===== src/rtl/cpu_pkg.sv =====
// Shared definitions for the pipelined-multiplier CPU control path.
// The phase enum and opcode constants are meant to be reused by the instruction decoder.
package cpu_pkg;

    typedef enum logic [2:0] {
        FETCH = 3'd0,
        EXEC1 = 3'd1,
        EXEC2 = 3'd2,
        MWAIT = 3'd3,
        HALT  = 3'd4
    } phase_t;

    localparam logic [4:0] OP_STP = 5'b00000;
    localparam logic [4:0] OP_MLR = 5'b01001;

    localparam int WAIT_W = 4;

endpackage : cpu_pkg


===== src/rtl/phase_sequencer.sv =====
// Control-phase generator: one-hot fe/e1/e2 strobes, instruction bypass/hold for the
// decoder, multiplier wait with timeout, halt/run handling and a retired-instruction count.
module phase_sequencer
    import cpu_pkg::*;
#(
    parameter int MUL_TIMEOUT = 15,
    parameter int RETIRE_W    = 16
) (
    input  logic                clk,
    input  logic                reset_n,
    input  logic [15:0]         instr_q,
    input  logic                extra1,
    input  logic                mul_done,
    input  logic                run,
    output logic [15:0]         instr,
    output logic                fe,
    output logic                e1,
    output logic                e2,
    output logic                mul_start,
    output logic                halted,
    output logic                mul_err,
    output logic [RETIRE_W-1:0] retired
);

    localparam logic [WAIT_W-1:0] WAIT_MAX = WAIT_W'(MUL_TIMEOUT);

    phase_t              r_state;
    phase_t              w_next;
    logic [15:0]         r_ir;
    logic [WAIT_W-1:0]   r_wait;
    logic                r_mul_err;
    logic [RETIRE_W-1:0] r_retired;

    logic [4:0]          w_opcode;
    logic                w_stp;
    logic                w_mlr;
    logic                w_wait_max;
    logic                w_timeout;
    logic                w_retire;

    // The decoder sees fresh memory data in E1 and the held copy for the rest of the instruction.
    assign instr    = (r_state == EXEC1) ? instr_q : r_ir;
    assign w_opcode = instr[15:11];
    assign w_stp    = (w_opcode == OP_STP);
    assign w_mlr    = (w_opcode == OP_MLR);

    assign w_wait_max = (r_wait == WAIT_MAX);
    assign w_timeout  = (r_state == MWAIT) && w_wait_max && !mul_done;
    assign w_retire   = (w_next == FETCH) && ((r_state == EXEC1) || (r_state == EXEC2));

    // NOTE: every variable written here gets a default first, so no path can infer a latch.
    always_comb begin
        w_next = r_state;
        unique case (r_state)
            FETCH: w_next = EXEC1;
            EXEC1: begin
                if (w_stp) begin
                    w_next = HALT;
                end else if (w_mlr) begin
                    w_next = MWAIT;
                end else if (extra1) begin
                    w_next = EXEC2;
                end else begin
                    w_next = FETCH;
                end
            end
            MWAIT: if (mul_done || w_wait_max) w_next = EXEC2;
            EXEC2: w_next = FETCH;
            HALT:  if (run) w_next = FETCH;
            default: w_next = FETCH;
        endcase
    end

    // NOTE: sequential state uses non-blocking assignments so every register samples pre-edge values.
    always_ff @(posedge clk or negedge reset_n) begin
        if (!reset_n) begin
            r_state <= FETCH;
        end else begin
            r_state <= w_next;
        end
    end

    // NOTE: IR is a single control register, not a memory, so it is reset to a known word.
    always_ff @(posedge clk or negedge reset_n) begin
        if (!reset_n) begin
            r_ir <= 16'h0000;
        end else if (r_state == EXEC1) begin
            r_ir <= instr_q;
        end
    end

    always_ff @(posedge clk or negedge reset_n) begin
        if (!reset_n) begin
            r_wait <= '0;
        end else if (r_state == MWAIT) begin
            r_wait <= r_wait + WAIT_W'(1);
        end else begin
            r_wait <= '0;
        end
    end

    always_ff @(posedge clk or negedge reset_n) begin
        if (!reset_n) begin
            r_mul_err <= 1'b0;
        end else if (w_timeout) begin
            r_mul_err <= 1'b1;
        end
    end

    always_ff @(posedge clk or negedge reset_n) begin
        if (!reset_n) begin
            r_retired <= '0;
        end else if (w_retire) begin
            r_retired <= r_retired + RETIRE_W'(1);
        end
    end

    assign fe        = (r_state == FETCH);
    assign e1        = (r_state == EXEC1);
    assign e2        = (r_state == EXEC2);
    assign halted    = (r_state == HALT);
    assign mul_start = (r_state == EXEC1) && w_mlr;
    assign mul_err   = r_mul_err;
    assign retired   = r_retired;

endmodule : phase_sequencer


===== config.mk =====
export PLATFORM = sky130hd
export DESIGN_NAME = phase_sequencer
export DESIGN_NICKNAME = d
export VERILOG_FILES = /design/src/rtl/cpu_pkg.sv /design/src/rtl/phase_sequencer.sv
export SDC_FILE = /design/constraint.sdc
export NUM_CORES = 1
export LEC_CHECK = 0
export CORE_ASPECT_RATIO = 0.6
export CORE_MARGIN = 1
export CORE_UTILIZATION = 45
export DETAILED_ROUTE_END_ITERATION = 7
export GPL_ROUTABILITY_DRIVEN = 1
export PLACE_DENSITY = 0.78
export SLEW_MARGIN = 15
export SYNTH_ARGS = -nofsm -noshare
export SYNTH_HDL_FRONTEND = slang
export SYNTH_SLANG_ARGS = --single-unit

===== constraint.sdc =====
create_clock -name clk -period 2.5 [get_ports clk]
set_clock_uncertainty 0.1 [all_clocks]
set_input_delay 0.375 -clock clk [delete_from_list [all_inputs] [get_ports clk]]
set_output_delay 0.375 -clock clk [all_outputs]
set_load 0.01 [all_outputs]

# Word level (Yosys, flattened, before mapping)
# Cells that the tools add are included.
# totals
regBits,40
output_inout_bits,38
elab_cells,31
input_bits,21
# classes
add_sub_neg,2
muxes,8
eq_ne,6
n_reduce_logical,10
# ops
operator,count
"adder 16 x 1 -> 16 bit, second input constant",1
two-way mux 16 bit,1
one-hot mux 3 bit (4 select lines),1
two-way mux 3 bit,3
"== test 3 x 2 -> 1 bit, second input constant",2
logical NOT 3 bit,2
"== test 5 x 4 -> 1 bit, second input constant",1
logical NOT 5 bit,1
"adder 4 x 1 -> 4 bit, second input constant",1
"== test 4 bit, second input constant",1
logical AND 1 bit,4
two-way mux 2 bit,2
two-way mux 4 bit,1
"== test 3 x 1 -> 1 bit, second input constant",1
"== test 3 bit, second input constant",1
logical OR 1 bit,2
logical NOT 1 bit,1

# Longest topological paths before layout
# Gate-level depths: netlist (run 1).
# logic_depth
ltp_word,8
depth_mapped,6
ltp_nobuf,5

# Worst setup path before layout (run 1)
# Ideal clock, no wire load.
# synth_timing
path_type,register -> register
start,"register r_retired[4], in the netlist retired[4]"
end,"register r_retired[15], in the netlist retired[15]"
t_arrival_ns,1.837
setup_time_ns,0.079
stages_incl_launch_ff,7
synth_period_minus_slack_ns,2.016
path_buffers,1
path_slack_ns,0.484
required_ns,2.321
cell_sequence,dfrtp_1 -> nand3_2 -> or3_1 -> or4b_1 -> buf_2 -> nor4_4 -> xor2_1
# synth_between
elab_chain_cells,1
# synth_rtl
item,line_no,text
start: declaration,phase_sequencer.sv:32,logic [RETIRE_W-1:0] r_retired;
start signal: assignment,phase_sequencer.sv:114,r_retired <= r_retired + RETIRE_W'(1);
adder 16 x 1 -> 16 bit,phase_sequencer.sv:114,
# No other way between the ends.
# A chain may end at the register's enable or synchronous reset.

# Worst setup path after layout (run 1)
# layout_timing
start,register r_state[2]
end,output instr[5]
# layout_between
elab_chain_cells,2
# layout_rtl
item,line_no,text
start: declaration,phase_sequencer.sv:27,phase_t r_state;
start signal: assignment,phase_sequencer.sv:79,r_state <= w_next;
== test 3 x 1 -> 1 bit,phase_sequencer.sv:42,assign instr = (r_state == EXEC1) ? instr_q : r_ir;
two-way mux 16 bit,n/a,
end: declaration,phase_sequencer.sv:15,"output logic [15:0] instr,"
# No other way between the ends.

==> metrics, run 1 <==
# setup viols final 0; Fin Hold WS about 100 ps; Critical Path End Type output port; prevailing post-synth register cell dfrtp_1; RSZ-0062 raised after global routing no; NumNets Final between 200 and 250; number of diodes 0; Area growth, synth to finish 47.0%; Chip Width ~84 µm; Sequential Area 1000 µm²; Static Leak around 1.2 nW; slew at the pin closest to its max-slew limit between 800 and 900 ps; multi-input logic area between 700 and 800 µm²; # port buffers between 50 and 60; via count around 1,400; sequential area share after synthesis a little under three fifths; Post-CTS Hold Fix Bufs 0; pin count of the biggest net entering global routing a little over 40; CP Launch Type register; Die Y about 50 µm; final worst path period share between 90% and 100%; GRT Util Overall a little over a fifth; Synth cell types 35; final non-filler cell total between 200 and 300; CP Data Arrival Time between 1500 and 2000 ps; row count 17; post-DR vias/cell roughly 5.2; CTS H-tree lvls 2; Core Region between 3000 and 4000 µm²; Synth Net Count about 170; CTS max path bufs 2; Routed Antenna Nets 0; root buffer cell clkbuf_8; leading area contributor after synthesis dfrtp_1; Crit Path Category reg -> out; Async SR Flop Fraction between 90% and 100%; Post-synth top cells 40 x dfrtp_1, 17 x mux2_2, 14 x nor2_1; pre-CTS WS -54.0 ps; Avg Cell Area, Syn around 12 µm²; Synth Register Bits 40; Initial Util 48.3%; vias in the first global route 1,479; Reg2Reg Setup Slack 230 ps; GRT overflow 0; status finished, violations left; number of flops mapped to enable cells by yosys 0; count leader, synth dfrtp_1; Worst VDD drop between 0.6 and 0.7 mV; RD Place Congestion around 0.88; CTS tree done; die area 4300 µm²; Tightest Hold Check Type in -> async; final worst slack 90.3 ps; dpl cells ~260; WL/cell between 15 and 20 µm; residual DRC count 6; DP HPWL 2930 µm; initial antenna violation count 0; share of cells above drive strength 1 around 20%; CP required 2030 ps; yosys synthesis warning count 0; Slew HR 42.0%; number of top-level pins between 50 and 60; reg2reg path depth 8; clock-pin slew on the worst setup and hold paths 80 ps; Synth top area share a little under three fifths; clock insertion delay at the later pin of the skew report approximately 290 ps; Pwr Density 1070 nW/µm²; fin. max-slew vios 0; Hold Vio Cnt, Final 0; failing checks DRC; number of CTS-inserted buffers 5; FMAX slightly above 400 MHz; total wire length approximately 4200 µm; Final min period roughly 2400 ps; Synth area leaders dfrtp_1 55%, mux2_2 11%, xor2_1 5.3%; Worst Path Max Fanout 10; fillers roughly 280; # clock sinks 40; drt pass-1 iters 8; initial drt markers 64; Mapped Area 1820 µm²; Syn Inst Count 150; max capacitance violation total 0; global-route wire length before repair 6960 µm
==> where the power goes <==
part	switching (mW)	leakage (nW)	internal [mW]	total [mW]
combinational	0.600	0.680	0.751	1.35
clock	0.217	0.0552	0.296	0.514
sequential	0.145	0.485	0.853	0.999
total	0.963	1.22	1.90	2.86
==> cell usage in the layout, fill, tap and decap left out, types with 2 or more instances in the layout <==
| cell | netlist | final |
|---|---|---|
| nor2_1 | 14 | 14 |
| dfrtp_2 | 0 | 2 |
| nor3_1 | 7 | 6 |
| nand2_1 | 3 | 3 |
| dfrtp_1 | 40 | 38 |
| clkbuf_8 | 0 | 5 |
| or3_1 | 2 | 2 |
| inv_1 | 9 | 9 |
| and3_1 | 2 | 2 |
| nand4_1 | 2 | 2 |
| xor2_1 | 11 | 11 |
| nor3_2 | 1 | 2 |
| buf_4 | 1 | 11 |
| dlygate4sd2_1 | 0 | 16 |
| mux2_2 | 17 | 17 |
| or4b_1 | 2 | 2 |
| clkdlybuf4s50_1 | 0 | 40 |
| xnor2_1 | 7 | 7 |
| a21oi_1 | 3 | 3 |
| nand3_1 | 4 | 4 |
| a211oi_1 | 3 | 3 |
| nor3b_1 | 3 | 2 |
| ha_1 | 2 | 2 |
==> stage by stage <==
stage	util (%)	instance area (µm²)	setup TNS [ps]	total power, mW
3_3_place_gp	66.9	2520	0	2.31
3_5_place_dp	66.9	2520	-255	2.37
6_report	70.9	2670	0	2.86
5_1_grt	70.9	2670	0	3.04
4_1_cts	69.4	2610	0	2.79
2_1_floorplan	-	1820	0	1.63
==> final timing paths <==
check | startpoint | endpoint
max in group asynchronous | reset_n | r_state[2]
worst min-delay path | reset_n | retired[15]
min in group clk | mul_err | mul_err
worst min register to register | mul_err | mul_err
worst max-delay path | r_state[2] | instr[5]
worst max register to register | r_state[2] | retired[1]
==> layer usage <==
metal  wire length (µm)  GRT usage, %
met1               1870          27.2
met2               1990          35.2
met3                268          7.11
met4                 43          5.17
met5                  0             0
==> cell families after synthesis <==
family / count (synthesis) / synth area share (%)
XOR/XNOR: 18 / 8.68
AO/OA/AOI/OAI: 17 / 7.51
buffers and inverters: 12 / 2.82
adder cells (fa/ha/maj): 2 / 1.38
multiplexers: 17 / 10.5
AND/OR/NAND/NOR: 44 / 14.0
flip-flops: 40 / 55.1
==> repair_timing <==
action | in CTS | in global routing
hold endpoints to repair | 0 | 0
pin swaps | 1 | 1
endpoints found under the setup margin | 17 | 1
setup buffers | 0 | 3
gates cloned | 0 | 1
resized for setup | 18 | 3
==> flip-flops by register name, summed over array words and instances, names as in the netlist <==
register	count
mul_err	1
r_ir	16
r_state	3
retired	16
r_wait	4
==> cell type report <==
cell class | instances | share of cell area (%)
repair buffers | 71 | 25.7
clock inverters | 2 | 1.31
multi-input cells | 98 | 29.2
clock buffers | 6 | 2.72
well taps | 47 | 2.20
inverters | 9 | 1.27
flip-flops and latches | 40 | 37.6
==> worst max-delay path, cell delays in order (launching register included) <==
cell and delay, ps:
dfrtp_2 460, nor3b_4 260, buf_4 160, clkbuf_16 150, mux2_2 340, dlygate4sd2_1 280
(Power assumes the default switching activity.)
==> run 2: changes to the inputs <==
Settings changed: ABC_CLOCK_PERIOD_IN_PS set to 2500, CORE_MARGIN 1 to unset.
==> results of run 2 <==
Same layout as run 1: the final DEF is identical, and so are final timing and power.
==> run 3: changes to the inputs <==
Settings changed: HOLD_SLACK_MARGIN set to 0.05.
==> results of run 3 <==
Same layout as run 1: the final DEF is identical, and so are final timing and power.
